===== config.mk =====
export PLATFORM = sky130hd
export DESIGN_NAME = fft_stage_ctrl
export DESIGN_NICKNAME = d
export VERILOG_FILES = /design/src/rtl/fft_stage_ctrl.sv
export SDC_FILE = /design/constraint.sdc
export NUM_CORES = 1
export LEC_CHECK = 0
export ABC_CLOCK_PERIOD_IN_PS = 3600
export BUFFER_PORTS_ARGS = -buffer_cell sky130_fd_sc_hd__buf_4
export CAP_MARGIN = 10
export CORE_MARGIN = 4
export CORE_UTILIZATION = 50
export CTS_CLUSTER_SIZE = 40
export DETAILED_ROUTE_END_ITERATION = 10
export PLACE_DENSITY_LB_ADDON = 0.08
export RECOVER_POWER = 100
export SYNTH_ARGS = -nofsm -noshare
export SYNTH_HDL_FRONTEND = slang
export SYNTH_SLANG_ARGS = --single-unit

===== constraint.sdc =====
create_clock -name clk -period 3.6 [get_ports clk]
set_clock_uncertainty 0.15 [all_clocks]
set_input_delay 0.54 -clock clk [delete_from_list [all_inputs] [get_ports clk]]
set_output_delay 0.54 -clock clk [all_outputs]
set_load 0.02 [all_outputs]

===== src/rtl/fft_stage_ctrl.sv =====
// Pass sequencer for the radix-2 FFT butterfly: loads one frame into the ping-pong
// buffer, then issues STAGES butterfly passes and tracks the returned results.
module fft_stage_ctrl #(
   parameter int NUM    = 16,
   parameter int DATA   = 512,
   parameter int BF_LAT = 2,
   parameter int TMO    = 64,
   parameter int TW_AW  = 8
) (
   input  logic             clk,
   input  logic             rstn,
   input  logic             start,
   input  logic             src_valid,
   output logic             in_ready,
   output logic             bf_valid_in,
   input  logic             bf_valid_out,
   output logic [4:0]       beat_idx,
   output logic [4:0]       out_beat_idx,
   output logic [3:0]       stage_idx,
   output logic [TW_AW-1:0] tw_addr,
   output logic             buf_rd_bank,
   output logic             buf_wr_bank,
   output logic             busy,
   output logic             stage_done,
   output logic             frame_done,
   output logic             err_overrun,
   output logic             err_timeout
);

   localparam int BEATS  = DATA / NUM;
   localparam int STAGES = $clog2(DATA);
   localparam int LW     = $clog2(NUM);
   localparam int TCW    = $clog2(TMO + BF_LAT + 1);

   typedef enum logic [2:0] {
      S_IDLE  = 3'd0,
      S_LOAD  = 3'd1,
      S_RUN   = 3'd2,
      S_DRAIN = 3'd3,
      S_DONE  = 3'd4
   } state_t;

   state_t           state, state_nxt;
   logic [5:0]       outst;
   logic [TCW-1:0]   tmo_cnt;
   logic             pass_end;
   logic             issue, acc, ovr, tmo_hit, last_beat, last_stage;
   logic [TW_AW-1:0] tw_base;

   assign issue      = (state == S_RUN);
   // A return is only legitimate while a pass is active and something is in flight.
   assign acc        = bf_valid_out && (state == S_RUN || state == S_DRAIN) && (outst != 6'd0);
   assign ovr        = bf_valid_out && !acc;
   assign tmo_hit    = (tmo_cnt == TCW'(TMO - 1));
   assign last_beat  = (beat_idx == 5'(BEATS - 1));
   assign last_stage = (stage_idx == 4'(STAGES - 1));

   always_ff @(posedge clk or negedge rstn) begin
      if (!rstn) state <= S_IDLE;
      else       state <= state_nxt;
   end

   always_comb begin
      state_nxt = state;
      case (state)
         S_IDLE:  if (start) state_nxt = S_LOAD;
         S_LOAD:  if (src_valid && last_beat) state_nxt = S_RUN;
         S_RUN:   if (last_beat) state_nxt = S_DRAIN;
         S_DRAIN: begin
            if (pass_end)     state_nxt = last_stage ? S_DONE : S_RUN;
            else if (tmo_hit) state_nxt = S_IDLE;
         end
         S_DONE:  state_nxt = S_IDLE;
         default: state_nxt = S_IDLE;
      endcase
   end

   always_comb begin
      in_ready    = (state == S_LOAD);
      bf_valid_in = (state == S_RUN);
      busy        = (state != S_IDLE);
      stage_done  = (state == S_DRAIN) && pass_end;
      frame_done  = (state == S_DONE);
      buf_rd_bank = 1'b0;
      buf_wr_bank = 1'b0;
      tw_addr     = '0;
      tw_base     = TW_AW'({beat_idx, {LW{1'b0}}});
      if (state == S_RUN || state == S_DRAIN) begin
         buf_rd_bank = stage_idx[0];
         buf_wr_bank = ~stage_idx[0];
      end
      // Truncating before the shift is the same as taking the product mod 2^TW_AW.
      if (state == S_RUN) tw_addr = tw_base << stage_idx;
   end

   always_ff @(posedge clk or negedge rstn) begin
      if (!rstn) begin
         beat_idx     <= '0;
         out_beat_idx <= '0;
         stage_idx    <= '0;
         outst        <= '0;
         tmo_cnt      <= '0;
         pass_end     <= 1'b0;
         err_overrun  <= 1'b0;
         err_timeout  <= 1'b0;
      end else begin
         case (state)
            S_IDLE: if (start) begin
               beat_idx     <= '0;
               out_beat_idx <= '0;
               stage_idx    <= '0;
               outst        <= '0;
               tmo_cnt      <= '0;
               pass_end     <= 1'b0;
               err_overrun  <= 1'b0;
               err_timeout  <= 1'b0;
            end
            S_LOAD: if (src_valid) beat_idx <= beat_idx + 5'd1;
            S_RUN: begin
               beat_idx <= beat_idx + 5'd1;
               tmo_cnt  <= '0;
            end
            S_DRAIN: begin
               tmo_cnt <= tmo_cnt + TCW'(1);
               if (pass_end) begin
                  pass_end <= 1'b0;
                  if (!last_stage) stage_idx <= stage_idx + 4'd1;
               end else if (tmo_hit) begin
                  err_timeout <= 1'b1;
               end
            end
            default: ;
         endcase
         // Issue and return in the same cycle cancel out.
         if (state != S_IDLE) outst <= outst + 6'(issue) - 6'(acc);
         if (acc) begin
            out_beat_idx <= out_beat_idx + 5'd1;
            if (out_beat_idx == 5'(BEATS - 1)) pass_end <= 1'b1;
         end
         if (ovr) err_overrun <= 1'b1;
      end
   end

endmodule

* After elaboration in Yosys (flattened, before gate mapping) *
Cells that the tools add are included.

cells by class
  add/subtract/negate cells = 6
  eq/ne operators = 17
  shift-type cells = 1
  muxes and demuxes = 34
  bitwise operators = 1
  reductions and logical operators = 27

operator list
  operator               count
  $pmux W7 S3            1
  $mux W5                4
  $mux W3                6
  $mux W6                3
  $pmux W5 S3            1
  $reduce_bool A2 Y1     7
  $mux W4                3
  $ne A2 B2 Y1 const B   6
  $pmux W3 S4            1
  $reduce_and A4 Y1      3
  $add A5 B1 Y5 const B  2
  $eq A5 B5 Y1 const B   2
  $mux W1                10
  $reduce_bool A3 Y1     3
  $mux W8                1
  $pmux W4 S2            1
  $reduce_and A2 Y1      4
  $shl A8 B4 Y8          1
  $add A7 B1 Y7 const B  1
  $eq A7 B6 Y1 const B   1
  $mux W7                1
  $add A6 B1 Y6          1
  $eq A3 B2 Y1 const B   2
  $reduce_bool A6 Y1     1
  14 further kinds       20

storage, ports and cells
  bits in registers = 33
  input port bits = 5
  output and inout bits = 31
  word-level logic and storage cells = 95

* Longest topological paths before layout *
Gate-level depths: netlist (run 1).

  depth in word-level cells = 8
  mapped depth = 13
  depth with buffers taken out = 12

* Worst setup path before layout (run 1) *
No wires, ideal clock.

  path type = reg2reg
  start = register outst[2]
  end = register outst[4]
  arrival time = 2.320 ns
  path slack = 0.993 ns
  cell stages (with the launch flop) = 14
  path buffers = 1
  clock period less this slack = 2.607 ns
  cells stage by stage = dfrtp_1 inv_1 ha_1 nand2_1 o311a_1 buf_4 ha_1 inv_1 ha_1 fa_1 a21oi_1 o21bai_1 xnor2_1 o21ai_0

between the ends
  cells in the longest elaborated chain, start to end = 4

ends and longest elaborated chain
  item                                                                   line  source
  start: declaration                                                     44    logic [5:0] outst;
  start signal: assignment                                               135   if (state != S_IDLE) outst <= outst + 6'(issue) - 6'(acc);
  parallel branches: the longest is 2 deep, another holds $add A6 B1 Y6  -
  $sub A6 B1 Y6 (*)                                                      135
  $mux W6 (*)                                                            135

Every way passes the cells marked *.
A chain may end at the register's enable or synchronous reset.

* Final worst setup path (run 1) *
  start = register state[1]
  end = output tw_addr[6]

between the ends
  cells in the longest elaborated chain, start to end = 2

ends and longest elaborated chain
  item                      line  source
  start: declaration        43    state_t state, state_nxt;
  start signal: assignment  60    else state <= state_nxt;
  $eq A3 B2 Y1              93    if (state == S_RUN) tw_addr = tw_base << stage_idx;
  $mux W8                   93
  end: declaration          20    output logic [TW_AW-1:0] tw_addr,

Every way passes these cells.

==> flow_summary_export.csv, run 1 <==
group,metric,value,unit
cts,cts_inserted_buffers,5,
cts,cts-root-buf,"clkbuf_8",
finish,diodes,0,
global_route,grt.busiest_layer,"met2",
critical_path,cp_cell_sequence,"nor2b_1 -> nand2b_1 -> or3_1 -> a211oi_1 -> clkbuf_1",
floorplan,die_w,72.30,µm
finish,drive_above_1_share,7.087,%
finish,regArea,825.8,µm²
cts,cts_resized,0,
critical_path,r2r_cells,12,
global_route,antenna_found_initial,0,
critical_path,cp-start-kind,"flip-flop",
pwr,p_leak,1.032,nW
pwr,vdd_drop_max,0.4918,mV
place,place.gp.congestion,0.8053,
critical_path,crit_buf_inv,1,
floorplan,core.rowCount,23,
pwr,pwr-share-seq,32.6,%
cts,cts.sink_count,33,
finish,fillCellCount,408,
finish,design_area,2285,µm²
cts,worstSkewPairLatency,0.28,ns
pwr,p_sw_share,46.78,%
yosys,synth_cells,225,
sta,finalHoldViolations,0,
drt,firstDrtPassIters,4,
global_route,grt_use_met2,28.61,%
yosys,ys_ff_latch,33,
hold_path,holdPathStages,2,
drt,dr_total_vias,1657,
yosys,synthDistinctLibCells,48,
flow_run,maxCapViolCount,1,
global_route,grt_pass1_vias,1638,
global_route,gr-total-overflow,0,
drt,via_per_inst,5.451,
drt,routedWlPerCell,14.56,µm
cts,ctsHoldBuffers,0,
drt,drc,0,
drt,drtAntennaViolNets,0,
drt,routed_wl,4427,µm
sta,final_max_slew_viol_count,34,
outcome,violations,"max-capacitance violations, max-slew violations",
yosys,synth_edf_count,0,
hold_path,hp-class,"reg -> reg",
finish,final_nets,274,
sta,max_freq,352.4,MHz
global_route,grt_max_degree,34,
sta,tns,0,ns
cts,cts_tree,"yes",
yosys,ys.flop_type,"dfrtp_1",
pwr,pwr-share-clk,15.0,%
pwr,switchingPower,978.4,µW
critical_path,cp_max_fo,13,
critical_path,critical_path_class,"reg -> out",
critical_path,crit_path_end_kind,"primary output",
cts,cts_buffer_depth,2,
global_route,grt_use_met1,25.77,%
critical_path,crit_slowest_cell,"dfrtp_1",
place,place_area,2297,µm²
sta,finalCritPeriodShare,78.83,%
sta,rsz0062_at_grt,"false",
global_route,track_usage,18.39,%
sta,setup_viol,0,
outcome,status,"finished, violations left",
cts,clkTransAtPathRegs,0.07,ns
pwr,powerDensity,915.4,nW/µm²
yosys,postSynth.asyncResetShare,100.0,%
global_route,use_met3,4.986,%
cts,h-tree-depth,2,
finish,multiInputGateArea,1077,µm²
floorplan,pin_count,36,
critical_path,required,2.91,ns
sta,slew_headroom,-18.66,%
yosys,yosys_warnings,0,
floorplan,initial_core_util,51.67,%
critical_path,critical-path-top-delay-family,"simple AND/OR/NAND/NOR gates",
cts,post_cts.repair.setup_buffers,0,
floorplan,core,4000,µm²
critical_path,path_depth,5,
floorplan,die_y,72.30,µm
finish,area_growth,10.53,%
critical_path,arrival,2.15,ns
floorplan,die-area,5227,µm²
yosys,seq_area_frac_synth,39.95,%
pwr,intPower,1.113,mW
place,dp_hpwl,3282,µm
sta,worstMarginPinSlew,1.780,ns
global_route,grt_pass1_wl,7665,µm
place,portBuffers,31,
pwr,power_frac_comb,52.5,%
sta,fin_crit,2.838,ns
drt,first_iter_violations,64,
yosys,synth_area,2067,µm²
yosys,synth.avg_cell_area,9.187,µm²
critical_path,max_stage_delay,0.54,ns
placed cells by master (no fill, tap or decap), drive strengths merged, types with 7 or more instances in the layout:
cell type and count:
inv 23, clkbuf 34, o21ai 16, nor2 10
dfrtp 33, a211oi 7, nand2 15, nor3 10
a21oi 7, nand3 12, ha 15
logic make-up (layout without fill, tap and decap cells):
group / count (synthesis) / after routing / share of synthesized area, %
xor gates and xnor gates: 9 / 9 / 3.813
DFF: 33 / 33 / 39.95
and+or+nand+nor: 76 / 76 / 19.86
AOI/OAI and AO/OA: 51 / 51 / 16.77
buffers and inverters: 36 / 62 / 7.869
muxes: 3 / 3 / 1.513
adders and majority gates: 16 / 16 / 10.05
other: 1 / 4 / 0.1814
cell type report:
type / instances / share of cell area, %
flip-flops and latches: 33 / 36.14
repair buffers: 31 / 5.750
well taps: 50 / 2.738
multi-input cells: 159 / 47.15
inverters: 23 / 3.779
clock inverters: 1 / 0.2191
clock buffers: 7 / 4.217
state kept, by name (all words and copies together), names as in the netlist:
register / cells
tmo_cnt: 7
outst: 6
beat_idx: 5
out_beat_idx: 5
stage_idx: 4
state: 3
err_overrun: 1
err_timeout: 1
pass_end: 1
cells in the mapped netlist (2+ instances only):
master    number  area, µm²
ha_1          15      187.7
nand2_1       15      56.30
nand2b_1       2      12.51
and3_1         2      12.51
o21bai_1       2      15.01
xor2_1         4      35.03
a22o_1         5      43.79
a31oi_1        2      12.51
xnor2_1        5      43.79
inv_1         21      78.83
dfrtp_1       33      825.8
or4_1          2      15.01
a21o_1         2      15.01
and2_1         2      12.51
nand3b_1       5      37.54
nor3_1         9      45.04
mux2i_1        2      20.02
and4_1         2      17.52
o31ai_1        4      30.03
a211oi_1       7      52.55
buf_2          7      35.03
o21ai_0       15      75.07
buf_4          5      37.54
nor2b_1        4      25.02
inv_2          2      7.510
nand3_1       12      60.06
or3_1          4      25.02
nor2_1        10      37.54
a21oi_1        6      30.03
routing by layer:
layer	share of wire, %	routed length [µm]	up-vias
li1	-	-	835
met1	51	2236	799
met2	46	2018	21
met3	3.6	158	2
met4	0.29	13	0
met5	0	0	-
worst register-to-register path: cells and delay by family (launching register included):
family	cells	cell delay (ns)
compound gates	4	0.73
xor+xnor	1	0.12
fa+ha+maj	4	1.09
buf+inv	2	0.15
flops	1	0.39
simple gates	1	0.05
stage by stage:
stage	total power [mW]	hold WS (ns)	setup WS [ns]	util [%]	instances
after global routing	2.301	0.3997	0.5873	57.12	304
after floorplan	1.537	0.09441	0.9927	-	228
final	2.091	0.3638	0.7621	57.12	304
after CTS	2.210	0.04966	0.7606	59.96	304
after global placement	1.874	0.3472	0.8657	57.43	296
after detailed placement	1.896	0.3553	0.7746	57.43	296
final timing paths:
path / from / to / slack, ns
worst min-delay path: err_timeout / err_timeout / 0.36
max in group asynchronous: rstn / pass_end / 1.70
worst max-delay path: state[1] / tw_addr[6] / 0.76
worst max register to register: outst[2] / outst[4] / 0.77
min in group asynchronous: rstn / tmo_cnt[4] / 0.57
worst min register to register: err_timeout / err_timeout / 0.36
power by group through the flow:
| stage | registers [mW] | logic [mW] | clock network, mW |
|---|---|---|---|
| 6_report | 0.681 | 1.10 | 0.313 |
| 5_1_grt | 0.708 | 1.26 | 0.335 |
| 4_1_cts | 0.683 | 1.21 | 0.315 |
| 3_5_place_dp | 0.689 | 1.21 | 0 |
| 3_3_place_gp | 0.682 | 1.19 | 0 |
| 2_1_floorplan | 0.700 | 0.838 | 0 |
No activity file was read; power rests on OpenSTA's default activity.
==> run 2, diff against run 1 <==
Settings changed: ABC_AREA from default to 1, ABC_CLOCK_PERIOD_IN_PS 3600 to 2900.
Clock period 3.6 ns to 2.9 ns, I/O delays scaled along.
==> run 2 against run 1 <==
The flow still finishes with violations (max-capacitance violations, max-slew violations). Via count increased by 12%. Cell count up 21%. Clock power is 44% higher. Register-to-register slack got worse by 0.52 ns. Combinational power up 5%. Design area increased by 4.2%. Non-clock buffer count increased by 2. Synthesized cell count grew 24%. Count of clock-buffer cells in the layout is the same. Critical path type is now reg -> reg. Highest routed layer unchanged.
==> flow_summary_export.csv, run 2 <==
group,metric,value,unit
yosys,yosys_warnings,0,
place,dp_slack,0.3013,ns
place,dp_hpwl,3322,µm
critical_path,required,2.93,ns
drt,first_iter_violations,93,
yosys,synthTopCellsByCount,"nand2_1 (72), inv_1 (41), dfrtp_1 (33), nand3_1 (25), nor2_1 (20)",
floorplan,die_y,72.94,µm
global_route,track_usage,18.39,%
finish,largestRegisters,"tmo_cnt (7), outst (6)",
critical_path,crit_slowest_cell,"fa_1",
yosys,yosys.area.top_type_share,39.17,%
sta,tns,0,ns
floorplan,die-area,5320,µm²
cts,worstSkewPairLatency,0.28,ns
flow_run,maxCapViolCount,1,
yosys,synth_top_cell_by_area,"dfrtp_1",
sta,finalHoldViolations,0,
critical_path,cp_cell_sequence,"inv_1 -> ha_1 -> nand4_1 -> nand2_2 -> clkinv_2 -> ha_1 -> inv_1 -> ha_1 -> fa_1 -> nand2_1 -> inv_1 -> o32ai_1",
yosys,ys_ff_latch,33,
sta,timing.final.ws_setup,0.2495,ns
drt,dr_total_vias,1860,
yosys,postSynth.asyncResetShare,100.0,%
yosys,synthDistinctLibCells,29,
yosys,synth.most_common_cell,"nand2_1",
yosys,synth_area,2108,µm²
global_route,grt_pass1_wl,7700,µm
floorplan,pin_count,36,
cts,cts_buffer_depth,2,
finish,diodes,0,
finish,mostFrequentLayoutCells,"nand2_1 (75), inv_1 (41), dfrtp_1 (33), nand3_1 (26), clkbuf_1 (26)",
critical_path,critical_path_class,"reg -> reg",
finish,area_growth,12.94,%
critical_path,arrival,2.68,ns
drt,routed_wl,4404,µm
global_route,grt_max_degree,34,
finish,largest_reg_flops,7,
sta,finalCritPeriodShare,91.40,%
sta,rsz0062_at_grt,"false",
drt,drc,0,
hold_path,hp-class,"in -> reg",
critical_path,crit_path_end_kind,"flip-flop",
yosys,synth_edf_count,0,
yosys,synth.area.top_cells,"dfrtp_1 (39%), nand2_1 (13%), ha_1 (8.9%)",
finish,fillCellCount,426,
critical_path,cp_max_fo,7,
finish,final_nets,337,
cts,cts.sink_count,33,
global_route,gr-total-overflow,0,
yosys,synth.avg_cell_area,7.557,µm²
sta,slew_headroom,-21.72,%
drt,routedWlPerCell,12.00,µm
yosys,ys.flop_type,"dfrtp_1",
floorplan,initial_core_util,52.33,%
cts,h-tree-depth,2,
floorplan,die_w,72.94,µm
finish,drive_above_1_share,7.571,%
critical_path,max_stage_delay,0.43,ns
sta,setup_viol,0,
outcome,violations,"max-capacitance violations, max-slew violations",
global_route,antenna_found_initial,0,
finish,multiInputGateArea,1054,µm²
finish,top_register,"tmo_cnt",
drt,firstDrtPassIters,4,
global_route,grt_pass1_vias,1729,
sta,fin_crit,2.651,ns
sta,final_max_slew_viol_count,34,
drt,via_per_inst,5.068,
sta,worstMarginPinSlew,1.826,ns
pwr,powerDensity,968.4,nW/µm²
critical_path,cp-start-kind,"flip-flop",
yosys,seq_area_frac_synth,39.17,%
cts,post_cts.repair.setup_buffers,0,
finish,regArea,825.8,µm²
floorplan,core,4029,µm²
place,place.gp.congestion,0.8507,
finish,layout_commonest_cell,"nand2_1",
drt,drtAntennaViolNets,0,
cts,clkTransAtPathRegs,0.07,ns
floorplan,core.rowCount,23,
sta,max_freq,377.3,MHz
cts,cts_tree,"yes",
yosys,synth_cells,279,
pwr,vdd_drop_max,0.6768,mV
pwr,p_leak,1.243,nW
cts,cts_inserted_buffers,5,
place,portBuffers,31,
cts,cts-root-buf,"clkbuf_8",
outcome,status,"finished, violations left",
-- run 2: changes by cell type after synthesis, moves of 6 or more --
cell	change
a211oi_1	-6
buf_2	-7
inv_1	+20
nand2_1	+57
nand2_2	+9
nand3_1	+13
nor2_1	+10
nor3_1	-6
-- run 2: through the flow --
| stage | utilization, % | cell area, µm² | hold WS, ns | total power, mW | cells |
|---|---|---|---|---|---|
| floorplan | - | 2120 | -0.01059 | 1.621 | 282 |
| global placement | 58.91 | 2374 | 0.2639 | 1.939 | 358 |
| detailed placement | 58.91 | 2374 | 0.2615 | 1.956 | 358 |
| CTS | 62.05 | 2500 | 0.2860 | 2.417 | 367 |
| global route | 59.10 | 2381 | 0.3162 | 2.553 | 367 |
| finish | 59.10 | 2381 | 0.3003 | 2.306 | 367 |
-- run 2: worst max-delay path, delay by kind of cell (launching register included) --
| kind | cells | cell delay (ns) |
|---|---|---|
| AOI/OAI and AO/OA | 1 | 0.27 |
| buffers and inverters | 4 | 0.30 |
| adders and majority gates | 4 | 1.10 |
| DFF | 1 | 0.39 |
| and+or+nand+nor | 3 | 0.34 |
-- run 2: what timing repair did --
item	4_1_cts	5_1_grt
gates resized for setup	0	0
hold buffers	1	0
hold endpoints to repair	33	0
-- run 2: final timing paths --
kind                              from              end  slack [ns]  cells past startpoint
min                              start         outst[5]        0.30                      4
min in group asynchronous         rstn  out_beat_idx[0]        1.03                      2
min reg2reg                err_timeout      err_timeout        0.34                      2
max in group asynchronous         rstn         outst[4]        0.52                      2
max reg2reg                   outst[3]         outst[2]        0.25                     12
max                           outst[3]         outst[2]        0.25                     12
-- run 2: metal layers --
metal | GRT usage, % | part of all wire, %
met4 | 8.197 | 1.8
met1 | 24.13 | 47
met2 | 29.86 | 48
met5 | 0 | 0
met3 | 2.893 | 3.6
-- run 2: cell families (layout without fill, tap and decap cells) --
group / count (synthesis) / count (layout) / share of synthesized area, %
compound gates: 33 / 33 / 8.961
xor+xnor: 6 / 6 / 2.493
fa+ha+maj: 16 / 16 / 9.852
buf+inv: 50 / 85 / 10.21
flops: 33 / 33 / 39.17
other cells: 1 / 4 / 0.1779
simple gates: 140 / 140 / 29.14
-- run 2: final cells by class --
type                       count  area share [%]
clock buffer                   7           3.626
clock inverter                 1           1.261
inverter                      44           6.989
multi-input combinational    199           44.25
sequential                    33           34.68
tap                           50           2.627
timing repair buffer          33           6.569
-- run 2: where the power goes --
part           switching, mW  leakage, nW  internal, mW  total (mW)
registers              0.124        0.438         0.582       0.706
clock network          0.169       0.0585         0.280       0.450
logic                  0.765        0.747         0.386        1.15
total                   1.06         1.24          1.25        2.31
